File: config.mk
export PLATFORM = sky130hd
export DESIGN_NAME = jambu_ise_issue
export DESIGN_NICKNAME = d
export VERILOG_FILES = /design/src/rtl/jambu_ise_pkg.sv /design/src/rtl/jambu_ise_decode.sv /design/src/rtl/jambu_ise_issue.sv
export SDC_FILE = /design/constraint.sdc
export NUM_CORES = 1
export LEC_CHECK = 0
export CAP_MARGIN = 20
export CORE_MARGIN = 1
export CORE_UTILIZATION = 36
export CTS_BUF_LIST = sky130_fd_sc_hd__clkbuf_4
export DETAILED_ROUTE_END_ITERATION = 10
export PLACE_DENSITY = 0.74
export SYNTH_ARGS = -nofsm -noshare
export SYNTH_HDL_FRONTEND = slang
export SYNTH_HIERARCHICAL = 1
export SYNTH_SLANG_ARGS = --single-unit
File: constraint.sdc
create_clock -name g_clk -period 1.7 [get_ports g_clk]
set_input_delay 0.51 -clock g_clk [delete_from_list [all_inputs] [get_ports g_clk]]
set_output_delay 0.51 -clock g_clk [all_outputs]
set_load 0.05 [all_outputs]
File: src/rtl/jambu_ise_pkg.sv
// Shared decode constants, op encoding and result-record type for the Jambu ISE issue stage.
package jambu_ise_pkg;

    localparam logic [6:0] OPC_OP_IMM = 7'b0010011;
    localparam logic [6:0] OPC_OP     = 7'b0110011;
    localparam logic [2:0] F3_RORI    = 3'b101;
    localparam logic [2:0] F3_XNOR    = 3'b100;
    localparam logic [6:0] F7_RORI    = 7'b0110000;
    localparam logic [6:0] F7_XNOR    = 7'b0100000;

    typedef enum logic [1:0] {
        OP_NONE = 2'd0,
        OP_RORI = 2'd1,
        OP_XNOR = 2'd2
    } op_e;

    typedef struct packed {
        logic [31:0] result;
        logic [4:0]  rd;
        logic        illegal;
    } res_t;

endpackage

File: src/rtl/jambu_ise_decode.sv
// Combinational Zbb decoder for rori/xnor; anything else is flagged illegal.
module jambu_ise_decode
    import jambu_ise_pkg::*;
(
    input  logic [31:0] instr_i,
    output op_e         op_o,
    output logic [4:0]  imm_o,
    output logic [4:0]  rd_o,
    output logic        illegal_o
);

    logic [6:0] opcode;
    logic [2:0] funct3;
    logic [6:0] funct7;

    assign opcode = instr_i[6:0];
    assign funct3 = instr_i[14:12];
    assign funct7 = instr_i[31:25];
    assign imm_o  = instr_i[24:20];
    assign rd_o   = instr_i[11:7];

    always_comb begin
        op_o = OP_NONE;
        if (opcode == OPC_OP_IMM && funct3 == F3_RORI && funct7 == F7_RORI) begin
            op_o = OP_RORI;
        end else if (opcode == OPC_OP && funct3 == F3_XNOR && funct7 == F7_XNOR) begin
            op_o = OP_XNOR;
        end
    end

    assign illegal_o = (op_o == OP_NONE);

endmodule

File: src/rtl/jambu_ise_issue.sv
// Two-stage issue/retire pipe for the Jambu ISE datapath with flush support.
// Define JAMBU_ISE_SKID_EN to add a 1-entry skid behind stage B and register in_ready.
module jambu_ise_issue
    import jambu_ise_pkg::*;
(
    input  logic        g_clk,
    input  logic        g_rst,
    input  logic        flush,
    input  logic        in_valid,
    output logic        in_ready,
    input  logic [31:0] in_instr,
    input  logic [31:0] in_rs1,
    input  logic [31:0] in_rs2,
    output logic [31:0] dp_rs1,
    output logic [31:0] dp_rs2,
    output logic [4:0]  dp_imm,
    output logic        dp_op_rori,
    output logic        dp_op_xnor,
    input  logic [31:0] dp_rd,
    output logic        out_valid,
    input  logic        out_ready,
    output logic [31:0] out_result,
    output logic [4:0]  out_rd_addr,
    output logic        out_illegal,
    output logic [15:0] retired
);

    op_e         dec_op;
    logic [4:0]  dec_imm;
    logic [4:0]  dec_rd;
    logic        dec_ill;

    jambu_ise_decode u_decode (
        .instr_i   (in_instr),
        .op_o      (dec_op),
        .imm_o     (dec_imm),
        .rd_o      (dec_rd),
        .illegal_o (dec_ill)
    );

    logic        va_q, va_d;
    op_e         op_a_q;
    logic [31:0] rs1_a_q, rs2_a_q;
    logic [4:0]  imm_a_q, rd_a_q;
    logic        ill_a_q;
    logic        vb_q, vb_d;
    res_t        b_q, b_d;
    res_t        res_a;
    logic [15:0] retired_q, retired_d;
    logic        out_fire, in_fire, a_leave, a_to_b;

    assign out_fire = vb_q & out_ready;

    always_comb begin
        res_a.result  = ill_a_q ? 32'd0 : dp_rd;
        res_a.rd      = rd_a_q;
        res_a.illegal = ill_a_q;
    end

`ifdef JAMBU_ISE_SKID_EN
    logic vs_q, vs_d;
    res_t s_q, s_d;
    logic a_to_s;

    // A may leave into B or the skid; the skid only fills while B is occupied.
    assign a_leave  = va_q & (!vb_q | !vs_q | out_fire) & !flush;
    assign a_to_b   = a_leave & (!vb_q | (out_fire & !vs_q));
    assign a_to_s   = a_leave & !a_to_b;
    assign in_ready = !flush & (!va_q | !vb_q | !vs_q);

    always_comb begin
        vs_d = vs_q;
        s_d  = s_q;
        if (flush) begin
            vs_d = 1'b0;
        end else if (a_to_s) begin
            vs_d = 1'b1;
            s_d  = res_a;
        end else if (out_fire) begin
            vs_d = 1'b0;
        end
    end

    always_ff @(posedge g_clk) begin
        if (g_rst) begin
            vs_q <= 1'b0;
            s_q  <= '0;
        end else begin
            vs_q <= vs_d;
            s_q  <= s_d;
        end
    end
`else
    assign a_leave  = va_q & (!vb_q | out_fire) & !flush;
    assign a_to_b   = a_leave;
    assign in_ready = !flush & (!va_q | a_leave);
`endif

    assign in_fire = in_valid & in_ready;

    always_comb begin
        va_d = va_q;
        if (flush) begin
            va_d = 1'b0;
        end else if (in_fire) begin
            va_d = 1'b1;
        end else if (a_leave) begin
            va_d = 1'b0;
        end
    end

    always_comb begin
        vb_d = vb_q;
        b_d  = b_q;
        if (flush) begin
            vb_d = 1'b0;
`ifdef JAMBU_ISE_SKID_EN
        end else if (out_fire && vs_q) begin
            vb_d = 1'b1;
            b_d  = s_q;
`endif
        end else if (a_to_b) begin
            vb_d = 1'b1;
            b_d  = res_a;
        end else if (out_fire) begin
            vb_d = 1'b0;
        end
    end

    // An out_fire coinciding with flush is not a retirement.
    always_comb begin
        retired_d = retired_q;
        if (!flush && out_fire && !b_q.illegal && retired_q != 16'hFFFF) begin
            retired_d = retired_q + 16'd1;
        end
    end

    always_ff @(posedge g_clk) begin
        if (g_rst) begin
            va_q      <= 1'b0;
            op_a_q    <= OP_NONE;
            rs1_a_q   <= '0;
            rs2_a_q   <= '0;
            imm_a_q   <= '0;
            rd_a_q    <= '0;
            ill_a_q   <= 1'b0;
            vb_q      <= 1'b0;
            b_q       <= '0;
            retired_q <= '0;
        end else begin
            va_q      <= va_d;
            vb_q      <= vb_d;
            b_q       <= b_d;
            retired_q <= retired_d;
            if (in_fire) begin
                op_a_q  <= dec_op;
                rs1_a_q <= in_rs1;
                rs2_a_q <= in_rs2;
                imm_a_q <= dec_imm;
                rd_a_q  <= dec_rd;
                ill_a_q <= dec_ill;
            end
        end
    end

    assign dp_op_rori  = va_q & (op_a_q == OP_RORI);
    assign dp_op_xnor  = va_q & (op_a_q == OP_XNOR);
    assign dp_rs1      = va_q ? rs1_a_q : 32'd0;
    assign dp_rs2      = va_q ? rs2_a_q : 32'd0;
    assign dp_imm      = va_q ? imm_a_q : 5'd0;
    assign out_valid   = vb_q;
    assign out_result  = b_q.result;
    assign out_rd_addr = b_q.rd;
    assign out_illegal = b_q.illegal;
    assign retired     = retired_q;

endmodule
==> results.sh, run 1 <==
export IMPL_syn_nets=759
export IMPL_htreeDepth=4
export IMPL_routed_wl_um=18700
export IMPL_critical_path_class="reg2out"
export IMPL_hold_path_class="in2reg"
export IMPL_rr_startpoint="out_illegal$_SDFFE_PP0P_"
export IMPL_cp_required_ns=1.19
export IMPL_r2r_end="retired[8]$_SDFFE_PP0P_"
export IMPL_dieArea_um2=16300
export IMPL_tightest_slew_ns=0.360
export IMPL_drive_gt1_share_pct=36.8
export IMPL_synthTopCellsByArea="dfxtp_1, mux2i_1, and2_1"
export IMPL_ys_ff_latch=133
export IMPL_swShare_pct=24.9
export IMPL_dp_slack_ns=-0.500
export IMPL_drt_pass1_iterations=4
export IMPL_cts_tree="built"
export IMPL_postRouteAntennaNets=0
export IMPL_grt_max_degree=58
export IMPL_cts_sinks=133
export IMPL_drtIter0Drc=278
export IMPL_maxCapViolCount=0
export IMPL_ys_async_sr_fraction_pct=0
export IMPL_path_cells="buf_12 -> buf_16 -> and2_4 -> buf_12"
export IMPL_grt_antenna_before_repair=1
export IMPL_hold_violations=0
export IMPL_synth_edf_count=0
export IMPL_routabilityCongestion=0.834
export IMPL_cts_made_buffers=17
export IMPL_slew_headroom_pct=75.9
export IMPL_fmax_mhz=497
export IMPL_p_clk_share_pct=32.8
export IMPL_power_frac_seq_pct=50.4
export IMPL_syn2layout_area_growth_pct=90.5
export IMPL_rows=45
export IMPL_vdd_drop_max_uv=898
export IMPL_end_kind="output pin"
export IMPL_synth_most_common_cell="dfxtp_1"
export IMPL_slew_violations=0
export IMPL_yosysWarnings=6
export IMPL_rsz0062_at_grt="true"
export IMPL_timing_final_ws_setup_ns=-0.312
export IMPL_fp_dieH_um=128
export IMPL_crit_start="va_q$_SDFFE_PP0P_"
export IMPL_io_pins=260
export IMPL_start_kind="flop"
export IMPL_internal_power_mw=4.87
export IMPL_crit_top_cell="buf_12"
export IMPL_drc_errors=0
export IMPL_dp_hpwl_um=13000
export IMPL_wl_per_cell_um=16.5
export IMPL_rrSetupSlack_ns=0.02
export IMPL_violations="setup timing"
export IMPL_p_comb_share_pct=16.8
export IMPL_syn_inst=625
export IMPL_crit_path_top_delay_cell="dfxtp_4"
export IMPL_instances_no_fill=1130
export IMPL_synth_main_ff_cell="dfxtp_1"
export IMPL_setup_viol=72
export IMPL_grt_pass1_vias=5594
export IMPL_track_usage_pct=23.0
export IMPL_clkLatencyLatePin_ns=0.52
export IMPL_start_util_pct=37.1
export IMPL_netSwitchingPower_mw=1.61
export IMPL_grt_overflow=0
export IMPL_synth_top_cell_area_share_pct=46.9
export IMPL_io_buffers=254
export IMPL_worst_hold_slack_ns=0.376
export IMPL_cts_root_buf="clkbuf_4"
export IMPL_num_nets_final=1042
export IMPL_p_per_area_nw_per_um2=599
export IMPL_period_minus_slack_ns=2.01
export IMPL_skew_ns=0.0191
export IMPL_crit_path_end="dp_rs1[1]"
export IMPL_leakage_nw=4.52
export IMPL_ys_types=45
export IMPL_synth_top_cell_by_area="dfxtp_1"
export IMPL_reg2reg_depth=6
export IMPL_via_per_inst=4.90
export IMPL_crit_arrival_ns=1.50
export IMPL_synth_area_per_cell_um2=9.08
export IMPL_cts_clk_slew_worst_paths_ns=0.11
export IMPL_synth_top_cells_by_count="dfxtp_1, nor2_1, mux2i_1"
export IMPL_vias=5535
export IMPL_fin_util_pct=70.6
export IMPL_core_area_um2=15300
export IMPL_yosysSeqAreaShare_pct=46.9
export IMPL_outcome="finished, violations left"
export IMPL_clockBufferDepth=2
export IMPL_netlist_area_um2=5680
export IMPL_cpPeakStageDelay_ns=0.37
export IMPL_fp_dieW_um=128
export IMPL_cp_max_fo=14
export IMPL_grt_first_pass_wirelength_um=28800
export IMPL_dp_cells=1086
export IMPL_fin_crit_sh_pct=118
## state kept, by name (all words and copies together), names as in the netlist
register and flops:
out_result 32, rs1_a_q 32, rs2_a_q 32, retired 16
imm_a_q 5, out_rd_addr 5, rd_a_q 5, op_a_q 2
ill_a_q 1, out_illegal 1, out_valid 1, va_q 1
## worst max-delay path: cells and delay by family, from the launching register on
| kind | cells | cell delay [ns] |
|---|---|---|
| flip-flops | 1 | 0.37 |
| AND/OR/NAND/NOR | 1 | 0.17 |
| buffers and inverters | 3 | 0.44 |
## per-layer routing
| metal | wire length [µm] | vias to the layer above | global-route usage [%] |
|---|---|---|---|
| li1 | - | 2664 | - |
| met1 | 6960 | 2611 | 24.9 |
| met2 | 9700 | 217 | 40.2 |
| met3 | 1490 | 43 | 9.67 |
| met4 | 505 | 0 | 8.24 |
| met5 | 0 | - | 0 |
## how the worst min path moves through the flow
stage                      startpoint                          end  depth (start not counted)
6_report                        g_rst      retired[8]$_SDFFE_PP0P_                          2
5_1_grt                         g_rst   out_result[2]$_SDFFE_PP0P_                          2
4_1_cts                         g_rst   out_result[7]$_SDFFE_PP0P_                          2
3_5_place_dp   rd_a_q[4]$_SDFFE_PP0P_  out_rd_addr[4]$_SDFFE_PP0P_                          2
3_3_place_gp   rd_a_q[2]$_SDFFE_PP0P_  out_rd_addr[2]$_SDFFE_PP0P_                          2
2_1_floorplan  rd_a_q[0]$_SDFFE_PP0P_  out_rd_addr[0]$_SDFFE_PP0P_                          2
## through the flow
step | cell area [µm²] | power [mW] | setup TNS, ns
finish | 10800 | 6.48 | -19.01
global route | 10800 | 6.78 | -26.89
CTS | 10600 | 6.57 | -24.48
detailed placement | 10100 | 4.40 | -46.80
global placement | 10100 | 4.38 | -44.29
floorplan | 5790 | 3.80 | -0.0323
## area by class of cell
type | count | area [µm²]
Timing Repair Buffer | 317 | 4490
Inverter | 3 | 11.3
Fill cell | 1089 | 4500
Clock buffer | 21 | 158
Clock inverter | 8 | 111
Sequential cell | 133 | 2720
Tap cell | 211 | 264
Antenna cell | 1 | 2.50
Multi-Input combinational cell | 436 | 3060
## power by group through the flow
| stage | Combinational [mW] | Clock (mW) | Sequential, mW |
|---|---|---|---|
| 2_1_floorplan | 0.414 | 0 | 3.39 |
| 3_5_place_dp | 1.05 | 0 | 3.35 |
| 6_report | 1.09 | 2.13 | 3.27 |
| 5_1_grt | 1.15 | 2.34 | 3.28 |
| 3_3_place_gp | 1.04 | 0 | 3.34 |
| 4_1_cts | 1.08 | 2.21 | 3.28 |
## cell families after synthesis
group / count (synthesis) / share of synthesized area, %
and+or+nand+nor: 289 / 27.3
DFF: 133 / 46.9
muxes: 79 / 13.9
AOI/OAI and AO/OA: 66 / 6.57
buffers and inverters: 56 / 4.91
xor gates and xnor gates: 1 / 0.154
adders and majority gates: 1 / 0.220
## placed cells by master (no fill, tap or decap), drive strengths merged, types with 2 or more instances in the layout
cell and n:
a21oi 49, clkbuf 21, o21ai 5, o31ai 4
nor2 89, nand3 5, nand2 53, inv 3
and4bb 2, dfxtp 133, and2 69, and3 2
clkinv 5, nor3 5, clkdlybuf4s50 124, nand3b 35
nand4 6, nor2b 2, and4 2, buf 191
o41ai 2, or3 5, mux2i 78, bufinv 3
or4 4, nor4 5
## what timing repair did
| item | in CTS | in global routing |
|---|---|---|
| cloned | 1 | 0 |
| hold buffers | 0 | 0 |
| pin swaps | 3 | 11 |
| endpoints found under the setup margin | 94 | 101 |
| resized for setup | 70 | 48 |
| setup buffers | 18 | 7 |
(Power assumes the default switching activity.)
==> run 2, diff against run 1 <==
--- a/config.mk
+++ b/config.mk
@@ -11,6 +11,7 @@
 export CTS_BUF_LIST = sky130_fd_sc_hd__clkbuf_4
 export DETAILED_ROUTE_END_ITERATION = 10
 export PLACE_DENSITY = 0.74
+export SKIP_LAST_GASP = 1
 export SYNTH_ARGS = -nofsm -noshare
 export SYNTH_HDL_FRONTEND = slang
 export SYNTH_HIERARCHICAL = 1
==> run 2 against run 1 <==
  * The flow still finishes with violations (setup timing)
  * Die area stayed put
  * Sequential share of layout area is 0.064 points lower
  * Count of clock-buffer cells in the layout unchanged
  * Sequential power about the same
  * Core utilization rose by 0.25 points
  * Critical path depth did not move
  * Critical path type unchanged
  * Power about the same
  * Hold slack lost 0.0054 ns
  * First-iteration DRC count increased by 13%
  * Global-route usage down 0.21 points
  * Register-to-register slack worse by 0.06 ns
==> results.sh, run 2 (same netlist as run 1, synthesis figures left out) <==
export IMPL_syn2layout_area_growth_pct=91.2
export IMPL_rows=45
export IMPL_rsz0062_at_grt="true"
export IMPL_filler_cell_count=1081
export IMPL_fin_crit_sh_pct=118
export IMPL_finish_instance_area_um2=10900
export IMPL_vias=5543
export IMPL_r2r_end="retired[3]$_SDFFE_PP0P_"
export IMPL_grt_max_degree=58
export IMPL_setup_viol=75
export IMPL_slew_headroom_pct=75.5
export IMPL_dieArea_um2=16300
export IMPL_final_common_cell="buf_12"
export IMPL_outcome="finished, violations left"
export IMPL_routed_wl_um=18700
export IMPL_timing_final_ws_setup_ns=-0.309
export IMPL_grt_antenna_before_repair=1
export IMPL_wl_per_cell_um=16.5
export IMPL_dp_hpwl_um=13000
export IMPL_drc_errors=0
export IMPL_p_clk_share_pct=32.7
export IMPL_fin_tns_setup_ns=-18.69
export IMPL_cts_sinks=133
export IMPL_fp_dieW_um=128
export IMPL_instances_no_fill=1133
export IMPL_crit_arrival_ns=1.50
export IMPL_fp_dieH_um=128
export IMPL_rr_startpoint="retired[7]$_SDFFE_PP0P_"
export IMPL_final_cell_mix="buf_12, clkdlybuf4s50_1, dfxtp_1, nor2_1, mux2i_1"
export IMPL_finalPower_mw=6.48
export IMPL_fmax_mhz=498
export IMPL_leakage_nw=4.57
export IMPL_slew_violations=0
export IMPL_cp_max_fo=14
export IMPL_core_area_um2=15300
export IMPL_num_nets_final=1045
export IMPL_start_util_pct=37.1
export IMPL_clockBufferDepth=2
export IMPL_maxCapViolCount=0
export IMPL_grt_overflow=0
export IMPL_drive_gt1_share_pct=36.7
export IMPL_cts_hold_buf=0
export IMPL_internal_power_mw=4.88
export IMPL_hold_path_class="in2reg"
export IMPL_end_kind="output pin"
export IMPL_skew_ns=0.0266
export IMPL_cts_clk_slew_worst_paths_ns=0.13
export IMPL_clkLatencyLatePin_ns=0.52
export IMPL_netSwitchingPower_mw=1.61
export IMPL_postRouteAntennaNets=0
export IMPL_worst_hold_slack_ns=0.371
export IMPL_hold_violations=0
export IMPL_htreeDepth=4
export IMPL_hold_depth=2
export IMPL_io_pins=260
export IMPL_grt_pass1_vias=5557
export IMPL_holdPathEnd="retired[8]$_SDFFE_PP0P_"
export IMPL_place_area_um2=10100
export IMPL_cp_required_ns=1.19
export IMPL_period_minus_slack_ns=2.01
export IMPL_routabilityCongestion=0.834
export IMPL_dp_cells=1086
export IMPL_drtIter0Drc=315
export IMPL_rrSetupSlack_ns=-0.04
export IMPL_cts_tree="built"
export IMPL_dp_slack_ns=-0.500
export IMPL_critical_path_class="reg2out"
export IMPL_reg2reg_depth=6
export IMPL_p_per_area_nw_per_um2=597
export IMPL_drt_pass1_iterations=5
export IMPL_io_buffers=254
export IMPL_p_comb_share_pct=16.8
export IMPL_cts_root_buf="clkbuf_4"
export IMPL_power_frac_seq_pct=50.4
export IMPL_grt_first_pass_wirelength_um=28600
export IMPL_track_usage_pct=22.8
export IMPL_via_per_inst=4.89
export IMPL_fin_util_pct=70.9
export IMPL_hp_start="g_rst"
export IMPL_vdd_drop_max_uv=899
export IMPL_swShare_pct=24.8
export IMPL_tightest_slew_ns=0.366
export IMPL_start_kind="flop"
export IMPL_cts_made_buffers=17
export IMPL_violations="setup timing"
[run 2: layout make-up]
class                           count  area, µm²  area share, %
Timing Repair Buffer              320       4540           41.9
Multi-Input combinational cell    436       3040           28.0
Inverter                            3       11.3          0.104
Clock inverter                      8        111           1.03
Clock buffer                       21        158           1.45
Antenna cell                        1       2.50         0.0231
Sequential cell                   133       2720           25.1
Tap cell                          211        264           2.43
[run 2: layer usage]
metal,track usage [%],vias to the layer above,wire length (µm)
met4,7.68,0,405
met3,9.63,31,1490
met2,39.6,212,9770
met1,24.9,2624,7060
met5,0,-,0
li1,-,2676,-
[run 2: repair_timing]
item                                    in CTS  in global routing
endpoints found under the setup margin      94                101
setup buffers                               18                  7
endpoints found under the hold margin        0                  0
gates cloned                                 1                  1
pin swaps                                    2                  8
resized for setup                           58                 54
[run 2: worst max path at each step]
stage	cells past startpoint	slack, ns	from	to
5_1_grt	4	-0.42	va_q$_SDFFE_PP0P_	dp_rs1[25]
4_1_cts	4	-0.40	va_q$_SDFFE_PP0P_	dp_rs1[24]
6_report	4	-0.31	va_q$_SDFFE_PP0P_	dp_rs1[1]
3_3_place_gp	6	-0.46	out_ready	retired[8]$_SDFFE_PP0P_
3_5_place_dp	6	-0.50	out_ready	retired[8]$_SDFFE_PP0P_
2_1_floorplan	5	-0.03	retired[0]$_SDFFE_PP0P_	retired[14]$_SDFFE_PP0P_
[run 2: critical path, stage by stage (launching register included)]
cell and delay [ns]:
dfxtp_4 0.37, buf_12 0.15, buf_16 0.15, and2_4 0.17, buf_12 0.14
[run 2: power groups by stage]
stage          Sequential, mW  Clock (mW)  Combinational (mW)
2_1_floorplan            3.39           0               0.414
3_3_place_gp             3.34           0                1.04
3_5_place_dp             3.35           0                1.05
4_1_cts                  3.28        2.21                1.08
5_1_grt                  3.28        2.34                1.16
6_report                 3.27        2.12                1.09
==> run 3, diff against run 2 <==
--- a/config.mk
+++ b/config.mk
@@ -10,7 +10,7 @@
 export CORE_UTILIZATION = 36
 export CTS_BUF_LIST = sky130_fd_sc_hd__clkbuf_4
 export DETAILED_ROUTE_END_ITERATION = 10
-export PLACE_DENSITY = 0.74
+export PLACE_DENSITY = 0.73
 export SKIP_LAST_GASP = 1
 export SYNTH_ARGS = -nofsm -noshare
 export SYNTH_HDL_FRONTEND = slang
==> constraint.sdc (replaced) <==
create_clock -name g_clk -period 1.97 [get_ports g_clk]
set_input_delay 0.591 -clock g_clk [delete_from_list [all_inputs] [get_ports g_clk]]
set_output_delay 0.591 -clock g_clk [all_outputs]
set_load 0.05 [all_outputs]
==> run 3 against run 2 <==
  * The run still ends with setup timing left
  * Hold slack gained 0.067 ns
  * Count of clock-buffer cells in the layout is 4 lower
  * Final area decreased by 8.3%
  * Sequential share of layout area rose by 1.7 points
  * Worst setup slack better by 0.19 ns
  * Non-clock buffer count is 11 lower
  * Global-route usage shrank 1.5 points
  * Register-to-register slack better by 0.24 ns
  * Power shrank 15%
  * Final cell count is 0.79% lower
  * Via count decreased by 3.0%
  * Die area is the same
==> results.sh, run 3 (same netlist as run 1, synthesis figures left out) <==
export IMPL_outcome="finished, violations left"
export IMPL_violations="setup timing"
export IMPL_cts_hold_buf=0
export IMPL_clkLatencyLatePin_ns=0.51
export IMPL_cts_tree="built"
export IMPL_slew_headroom_pct=61.0
export IMPL_maxCapViolCount=0
export IMPL_fmax_mhz=478
export IMPL_via_per_inst=4.78
export IMPL_cts_root_buf="clkbuf_4"
export IMPL_drtIter0Drc=188
export IMPL_io_buffers=254
export IMPL_grt_overflow=0
export IMPL_diodes=0
export IMPL_drt_pass1_iterations=4
export IMPL_slew_violations=0
export IMPL_end_kind="output pin"
export IMPL_grt_antenna_before_repair=0
export IMPL_regArea_um2=2670
export IMPL_final_cell_mix="dfxtp_1, clkdlybuf4s50_1, buf_4, nor2_1, buf_12"
export IMPL_worst_hold_slack_ns=0.438
export IMPL_timing_final_ws_setup_ns=-0.120
export IMPL_cp_max_fo=10
export IMPL_start_kind="flop"
export IMPL_finalPower_mw=5.53
export IMPL_instances_no_fill=1124
export IMPL_cts_clk_slew_worst_paths_ns=0.12
export IMPL_skew_ns=0.0134
export IMPL_grt_max_degree=61
export IMPL_leakage_nw=4.29
export IMPL_dp_cells=1080
export IMPL_drc_errors=0
export IMPL_period_minus_slack_ns=2.09
export IMPL_dp_hpwl_um=11700
export IMPL_grt_first_pass_wirelength_um=26800
export IMPL_start_util_pct=37.1
export IMPL_routabilityCongestion=0.843
export IMPL_filler_cell_count=1254
export IMPL_grt_pass1_vias=5244
export IMPL_hold_path_class="in2reg"
export IMPL_htreeDepth=4
export IMPL_clockBufferDepth=2
export IMPL_crit_arrival_ns=1.50
export IMPL_wl_per_cell_um=15.4
export IMPL_num_nets_final=1034
export IMPL_multi_input_area_um2=2970
export IMPL_tightest_slew_ns=0.584
export IMPL_critical_path_class="reg2out"
export IMPL_vias=5376
export IMPL_setup_viol=72
export IMPL_cts_made_buffers=17
export IMPL_cp_required_ns=1.38
export IMPL_postRouteAntennaNets=0
export IMPL_drive_gt1_share_pct=33.1
export IMPL_rows=45
export IMPL_fp_dieW_um=128
export IMPL_io_pins=260
export IMPL_syn2layout_area_growth_pct=75.3
export IMPL_cts_sinks=133
export IMPL_p_per_area_nw_per_um2=555
export IMPL_core_area_um2=15300
export IMPL_fin_crit_sh_pct=106
export IMPL_vdd_drop_max_uv=456
export IMPL_rsz0062_at_grt="true"
export IMPL_final_common_cell="dfxtp_1"
export IMPL_routed_wl_um=17300
export IMPL_hold_violations=0
export IMPL_dieArea_um2=16300
export IMPL_fp_dieH_um=128
export IMPL_track_usage_pct=21.3
==> run 3: changes by cell type in the layout (fill, tap and decap cells not counted), moves of 4 or more <==
| cell | change |
|---|---|
| and2_2 | -14 |
| and2_4 | +15 |
| clkbuf_4 | -4 |
| buf_4 | +51 |
| clkinvlp_4 | +4 |
| buf_12 | -58 |
| dfxtp_4 | -11 |
| dfxtp_1 | +20 |
| dfxtp_2 | -9 |
| buf_6 | -10 |
| clkinv_2 | +6 |
==> run 3: worst paths after layout <==
kind | start | endpoint | depth (start not counted) | slack, ns
worst max-delay path | va_q$_SDFFE_PP0P_ | dp_rs2[31] | 4 | -0.12
worst min-delay path | g_rst | rs2_a_q[23]$_SDFFE_PP0P_ | 2 | 0.44
worst max register to register | retired[0]$_SDFFE_PP0P_ | retired[14]$_SDFFE_PP0P_ | 6 | 0.20
worst min register to register | rd_a_q[1]$_SDFFE_PP0P_ | out_rd_addr[1]$_SDFFE_PP0P_ | 2 | 0.46
==> run 3: final cells by class <==
| type | instances | area share [%] |
|---|---|---|
| clock buffer | 17 | 1.28 |
| clock inverter | 15 | 1.40 |
| inverter | 3 | 0.113 |
| multi-input combinational | 436 | 29.8 |
| sequential | 133 | 26.8 |
| tap | 211 | 2.65 |
| timing repair buffer | 309 | 37.9 |
==> run 3: critical path: stages, from the launching register on <==
cell,delay (ns)
dfxtp_4,0.41
buf_12,0.16
buf_8,0.14
and2_4,0.16
buf_12,0.13
==> run 3: metal layers <==
metal | global-route usage, % | wire length [µm] | part of all wire, % | vias to the layer above
li1 | - | - | - | 2665
met1 | 22.9 | 6880 | 40 | 2527
met2 | 37.3 | 8680 | 50 | 163
met3 | 9.00 | 1400 | 8.1 | 21
met4 | 7.89 | 364 | 2.1 | 0
met5 | 0 | 0 | 0 | -
==> run 3: repair_timing <==
| item | 4_1_cts | 5_1_grt |
|---|---|---|
| pin swaps | 3 | 4 |
| endpoints found under the hold margin | 0 | 0 |
| resized for setup | 90 | 5 |
| setup buffers | 5 | 2 |
| endpoints found under the setup margin | 73 | 72 |
| cloned | 6 | 1 |
==> run 3: power breakdown <==
| group | total (mW) | leakage [nW] | switching, mW | internal, mW |
|---|---|---|---|---|
| clock | 1.78 | 0.143 | 1.04 | 0.736 |
| combinational | 0.916 | 3.07 | 0.397 | 0.519 |
| sequential | 2.83 | 1.08 | 0.0538 | 2.78 |
| total | 5.53 | 4.29 | 1.49 | 4.03 |
==> run 3: through the flow <==
step	worst slack (ns)	setup TNS [ns]	util, %	cell area (µm²)
final	-0.120	-6.51	65.0	9950
after global routing	-0.250	-15.73	65.0	9950
after CTS	-0.196	-12.77	65.0	9950
after detailed placement	-0.313	-27.57	60.3	9230
after global placement	-0.318	-26.94	60.3	9230
after floorplan	0.0431	0	-	5680
